<file path="src/rtl/lzss_enc_arbiter_pkg.sv">
// Shared definitions for the LZSS encoder arbiter: FSM states, counter width, width helpers.
package lzss_enc_arbiter_pkg;

    typedef enum logic [1:0] {
        IDLE  = 2'd0,
        FEED  = 2'd1,
        DRAIN = 2'd2
    } arb_state_t;

    localparam int CNT_WIDTH = 16;

    // Ceiling log2, usable in constant expressions.
    function automatic int log2(input int value);
        int r;
        r = 0;
        while ((1 << r) < value) r = r + 1;
        return r;
    endfunction

    // A code is a flag bit plus the wider of a literal byte or an offset/length pair.
    function automatic int code_width(input int data_width, input int offset_width,
                                      input int length_width);
        int pair;
        pair = offset_width + length_width;
        return 1 + ((data_width > pair) ? data_width : pair);
    endfunction

endpackage

</file>
<file path="src/rtl/lzss_enc_arbiter_rr.sv">
// Combinational round-robin picker: first requester after last_grant, wrapping.
module lzss_rr_arbiter #(
    parameter int pChannels     = 4,
    parameter int pChannelWidth = 2
) (
    input  logic [pChannels-1:0]     req,
    input  logic [pChannelWidth-1:0] last_grant,
    output logic [pChannelWidth-1:0] grant,
    output logic                     any
);

    int idx;

    always_comb begin
        grant = '0;
        any   = 1'b0;
        idx   = 0;
        for (int i = 1; i <= pChannels; i++) begin
            idx = (int'(last_grant) + i) % pChannels;
            if (!any && req[pChannelWidth'(idx)]) begin
                any   = 1'b1;
                grant = pChannelWidth'(idx);
            end
        end
    end

endmodule

</file>
<file path="src/rtl/lzss_enc_arbiter.sv">
// Packet-level round-robin arbiter sharing one LZSS encoder between several byte streams.
// Optional per-channel packet counters are enabled with `define LZSS_ENC_ARB_PKT_CNT_EN.
module lzss_enc_arbiter
    import lzss_enc_arbiter_pkg::*;
#(
    parameter int pChannels       = 4,
    parameter int pDataWidth      = 8,
    parameter int pCodeWidth      = 10,
    localparam int lpChannelWidth = (log2(pChannels) > 1) ? log2(pChannels) : 1
) (
    input  logic                            clk,
    input  logic                            rst_x,
    input  logic [pChannels-1:0]            i_valid,
    output logic [pChannels-1:0]            ow_ready,
    input  logic [pChannels*pDataWidth-1:0] i_data,
    input  logic [pChannels-1:0]            i_last,
    output logic                            o_enc_valid,
    input  logic                            i_enc_ready,
    output logic [pDataWidth-1:0]           o_enc_data,
    output logic                            o_enc_last,
    input  logic                            i_enc_valid,
    output logic                            o_enc_ready,
    input  logic [pCodeWidth-1:0]           i_enc_code,
    input  logic                            i_enc_last,
    output logic                            o_valid,
    input  logic                            i_ready,
    output logic [pCodeWidth-1:0]           o_code,
    output logic                            o_last,
    output logic [lpChannelWidth-1:0]       o_channel,
    output logic                            o_busy
`ifdef LZSS_ENC_ARB_PKT_CNT_EN
    ,
    output logic [pChannels*CNT_WIDTH-1:0]  o_pkt_count
`endif
);

    arb_state_t                state;
    logic [lpChannelWidth-1:0] r_grant;
    logic [lpChannelWidth-1:0] r_last_grant;
    logic [lpChannelWidth-1:0] pick;
    logic                      any_req;
    logic                      busy_q;
    logic                      data_hs;
    logic                      last_code_hs;

    lzss_rr_arbiter #(
        .pChannels    (pChannels),
        .pChannelWidth(lpChannelWidth)
    ) u_rr (
        .req       (i_valid),
        .last_grant(r_last_grant),
        .grant     (pick),
        .any       (any_req)
    );

    // Only the granted channel is steered to the encoder, and only while feeding.
    always_comb begin
        ow_ready    = '0;
        o_enc_valid = 1'b0;
        o_enc_data  = '0;
        o_enc_last  = 1'b0;
        for (int k = 0; k < pChannels; k++) begin
            if (r_grant == lpChannelWidth'(k)) begin
                o_enc_data = i_data[k*pDataWidth +: pDataWidth];
                o_enc_last = i_last[k];
                if (state == FEED) begin
                    o_enc_valid = i_valid[k];
                    ow_ready[k] = i_enc_ready;
                end
            end
        end
    end

    assign data_hs      = o_enc_valid & i_enc_ready;
    assign last_code_hs = i_enc_valid & i_ready & i_enc_last;

    assign o_valid     = i_enc_valid;
    assign o_enc_ready = i_ready;
    assign o_code      = i_enc_code;
    assign o_last      = i_enc_last;
    assign o_channel   = r_grant;
    assign o_busy      = busy_q;

    // The grant is held until the packet's final code has left downstream.
    always_ff @(posedge clk or negedge rst_x) begin
        if (!rst_x) begin
            state        <= IDLE;
            r_grant      <= '0;
            r_last_grant <= lpChannelWidth'(pChannels - 1);
            busy_q       <= 1'b0;
        end else begin
            case (state)
                IDLE: begin
                    if (any_req) begin
                        r_grant      <= pick;
                        r_last_grant <= pick;
                        state        <= FEED;
                        busy_q       <= 1'b1;
                    end
                end
                FEED: begin
                    if (data_hs && o_enc_last) state <= DRAIN;
                end
                DRAIN: begin
                    if (last_code_hs) begin
                        state  <= IDLE;
                        busy_q <= 1'b0;
                    end
                end
                default: begin
                    state  <= IDLE;
                    busy_q <= 1'b0;
                end
            endcase
        end
    end

`ifdef LZSS_ENC_ARB_PKT_CNT_EN
    logic [CNT_WIDTH-1:0] pkt_cnt [pChannels];

    // One count per completed packet, saturating rather than wrapping.
    always_ff @(posedge clk or negedge rst_x) begin
        if (!rst_x) begin
            for (int k = 0; k < pChannels; k++) pkt_cnt[k] <= '0;
        end else if (state == DRAIN && last_code_hs) begin
            for (int k = 0; k < pChannels; k++) begin
                if (r_grant == lpChannelWidth'(k) && pkt_cnt[k] != '1)
                    pkt_cnt[k] <= pkt_cnt[k] + 1'b1;
            end
        end
    end

    for (genvar k = 0; k < pChannels; k++) begin : g_cnt
        assign o_pkt_count[k*CNT_WIDTH +: CNT_WIDTH] = pkt_cnt[k];
    end
`endif

endmodule

</file>
<file path="config.mk">
export PLATFORM = sky130hd
export DESIGN_NAME = lzss_enc_arbiter
export DESIGN_NICKNAME = d
export VERILOG_FILES = /design/src/rtl/lzss_enc_arbiter_pkg.sv /design/src/rtl/lzss_enc_arbiter_rr.sv /design/src/rtl/lzss_enc_arbiter.sv
export SDC_FILE = /design/constraint.sdc
export NUM_CORES = 1
export LEC_CHECK = 0
export CORE_MARGIN = 2
export CORE_UTILIZATION = 28
export DETAILED_ROUTE_END_ITERATION = 10
export GPL_ROUTABILITY_DRIVEN = 0
export PLACE_DENSITY = 0.78
export SLEW_MARGIN = 30
export SYNTH_ARGS = -nofsm -noshare
export SYNTH_HDL_FRONTEND = slang
export SYNTH_SLANG_ARGS = --single-unit
</file>
<file path="constraint.sdc">
create_clock -name clk -period 2.3 [get_ports clk]
set_clock_uncertainty 0.2 [all_clocks]
set_input_delay 0.23 -clock clk [delete_from_list [all_inputs] [get_ports clk]]
set_output_delay 0.23 -clock clk [all_outputs]
set_load 0.1 [all_outputs]
</file>
==> impl_metrics.toml <==
[final_layout]
layout_commonest_cell = "clkdlybuf4s50_1"
syn_to_final_growth_pct = 100.5
diodes = 0
n_fill_cell = 211
finish.instance_area_mm2 = 0.001630
drive_gt1_share_pct = 30.66
nets = 194
final_cell_mix = "clkdlybuf4s50_1, buf_12, mux4_2"

[synthesis]
yosys_register_bits = 7
ys.warnings.count = 0
avgSynthCellArea_um2 = 9.682
synthCells = 84
syn_area_um2 = 813.3
synth_seq_area_share_pct = 21.85
synth_fp_nets = 140
yosysUniqueCellTypes = 29

[route]
wl_um = 2760
vias = 883
dr.pass1.iters = 4
routed_via_density = 5.256
ant_nets = 0
dr.first_iter.drc_count = 24
drc = 0
routedWlPerCell_um = 16.43

[clocking]
post_cts_buffers = 0
cts_max_level = 1
clk_pin_slew_ns = 0.05
hold_buffers = 0
cts_tree = "yes"
clk_path_buf_depth = 2
cts_buffers = 3
cts_root_buf = "clkbuf_4"
cts_resized = 0
clk_latency_ns = 0.24
cts.sinks = 7

[power]
p_per_area_mw_per_mm2 = 1663
leakage_uw = 0.0006299
vdd_drop_max_mv = 1.721

[job]
max_cap_violations = 0

[placement]
dp_hpwl_um = 2347
dpl_cell_area_mm2 = 0.001604
port_buffers = 65

[critical_path]
critPathCaptureType = "output pin"
path_max_fanout = 16
crit_slowest_cell = "mux4_2"
slowest_delay_ns = 0.62
worstPathArrival_ns = 1.68
cp-start-kind = "register"
r2r-end = "state[0]"
worst-path-buf-inv = 1
crit_required_ns = 1.87
setup.worst_path.class = "reg -> out"
reg2reg_slack_ns = 0.46
crit_path_cell_trace = "mux4_2, buf_12"
r2r_start = "o_channel[0]"
path_depth = 2
worstRegToRegCells = 2
critPathTopFamily = "multiplexers"

[die]
core_mm2 = 0.002758
die_x_um = 57.90
start_util_pct = 29.49
die-area_mm2 = 0.003352
die_h_um = 57.90
num_rows = 19
io_pins = 86

[sta]
final.setup.tns_ns = 0
final_period_minus_worst_setup_slack_ns = 2.110
hold_viol = 0
relSlewSlack_pct = 72.16
max_freq_ghz = 0.4740
maxSlewViolCount = 0
worst_pin_slew_ns = 0.4141
setup_viol = 0
period_share_pct = 91.72
rsz0062_at_grt = "no"

[grt]
grt_pass1_wl_um = 4098
grt_max_degree = 17
grt_usage_pct = 16.51
antenna_found_initial = 0
grt_overflow = 0
grt_pass1_vias = 844

[hold_path]
hold_class = "in -> async"

[outcome]
status = "complete, no violations"
-- per-stage QoR --
step	setup WS [ns]	hold slack, ns	util [%]	total power, uW	cells
after global routing	0.06761	0.05346	59.12	2796	168
after detailed placement	0.2163	0.2607	58.17	2617	164
after CTS	0.1683	0.03015	59.12	2732	168
after global placement	0.2562	0.2607	58.17	2597	164
final	0.1904	0.02772	59.12	2711	168
after floorplan	0.006946	-0.2656	-	1973	84
-- cell families after synthesis --
logic type / synth area share (%)
and+or+nand+nor: 23.69
DFF: 21.85
muxes: 27.38
AOI/OAI and AO/OA: 11.54
buffers and inverters: 15.54
-- sequential cells by signal, indices dropped and copies added (netlist names) --
| name | flops |
|---|---|
| r_last_grant | 2 |
| o_channel | 2 |
| o_busy | 1 |
| state | 2 |
-- layout make-up --
| class | count | area (um^2) | share of cell area [%] |
|---|---|---|---|
| well taps | 31 | 38.79 | 2.379 |
| repair buffers | 65 | 813.3 | 49.88 |
| inverters | 4 | 15.01 | 0.9210 |
| clock buffers | 4 | 26.28 | 1.612 |
| multi-input cells | 57 | 554.3 | 34.00 |
| flip-flops and latches | 7 | 182.7 | 11.20 |
-- power breakdown --
part	switching, uW	internal, uW	leakage (uW)
combinational	1400	818	0.000538
clock	40.0	65.9	0.0000150
sequential	185	200	0.0000766
total	1630	1080	0.000630
-- cell usage after synthesis --
cell type | count | area, um^2
o22ai_1 | 2 | 12.51
inv_1 | 4 | 15.01
nand2b_1 | 2 | 12.51
mux2i_1 | 2 | 20.02
o22a_1 | 1 | 8.760
o21ai_0 | 4 | 20.02
a21oi_1 | 4 | 20.02
mux4_2 | 9 | 202.7
buf_4 | 13 | 97.59
nor2b_1 | 3 | 18.77
clkbuf_1 | 1 | 3.750
nand3_1 | 2 | 10.01
dfrtp_1 | 5 | 125.1
nor3_4 | 1 | 16.27
nor3b_1 | 3 | 22.52
and3b_1 | 1 | 8.760
nor4_2 | 1 | 12.51
nor2_1 | 2 | 7.510
or2b_1 | 1 | 7.510
o311ai_1 | 1 | 8.760
nor3_1 | 5 | 25.02
dfstp_2 | 2 | 52.55
or4b_1 | 1 | 10.01
and3_1 | 1 | 6.260
nand2_1 | 7 | 26.28
o21a_1 | 2 | 15.01
a311oi_1 | 1 | 8.760
buf_2 | 2 | 10.01
or3b_1 | 1 | 8.760
-- metal layers --
metal	share of wire, %	vias up	global-route usage (%)
li1	-	408	-
met1	33	414	16.62
met2	52	59	29.71
met3	14	2	7.366
met4	0.69	0	6.312
met5	0	-	0
-- worst max path at each step --
stage,from,to
6_report,o_channel[0],o_enc_last
5_1_grt,state[0],ow_ready[1]
4_1_cts,o_channel[0],o_enc_last
3_5_place_dp,i_valid[1],o_channel[0]
3_3_place_gp,i_valid[0],o_channel[0]
2_1_floorplan,o_channel[0],ow_ready[3]
Note: power is estimated with default switching activity, not from simulation.
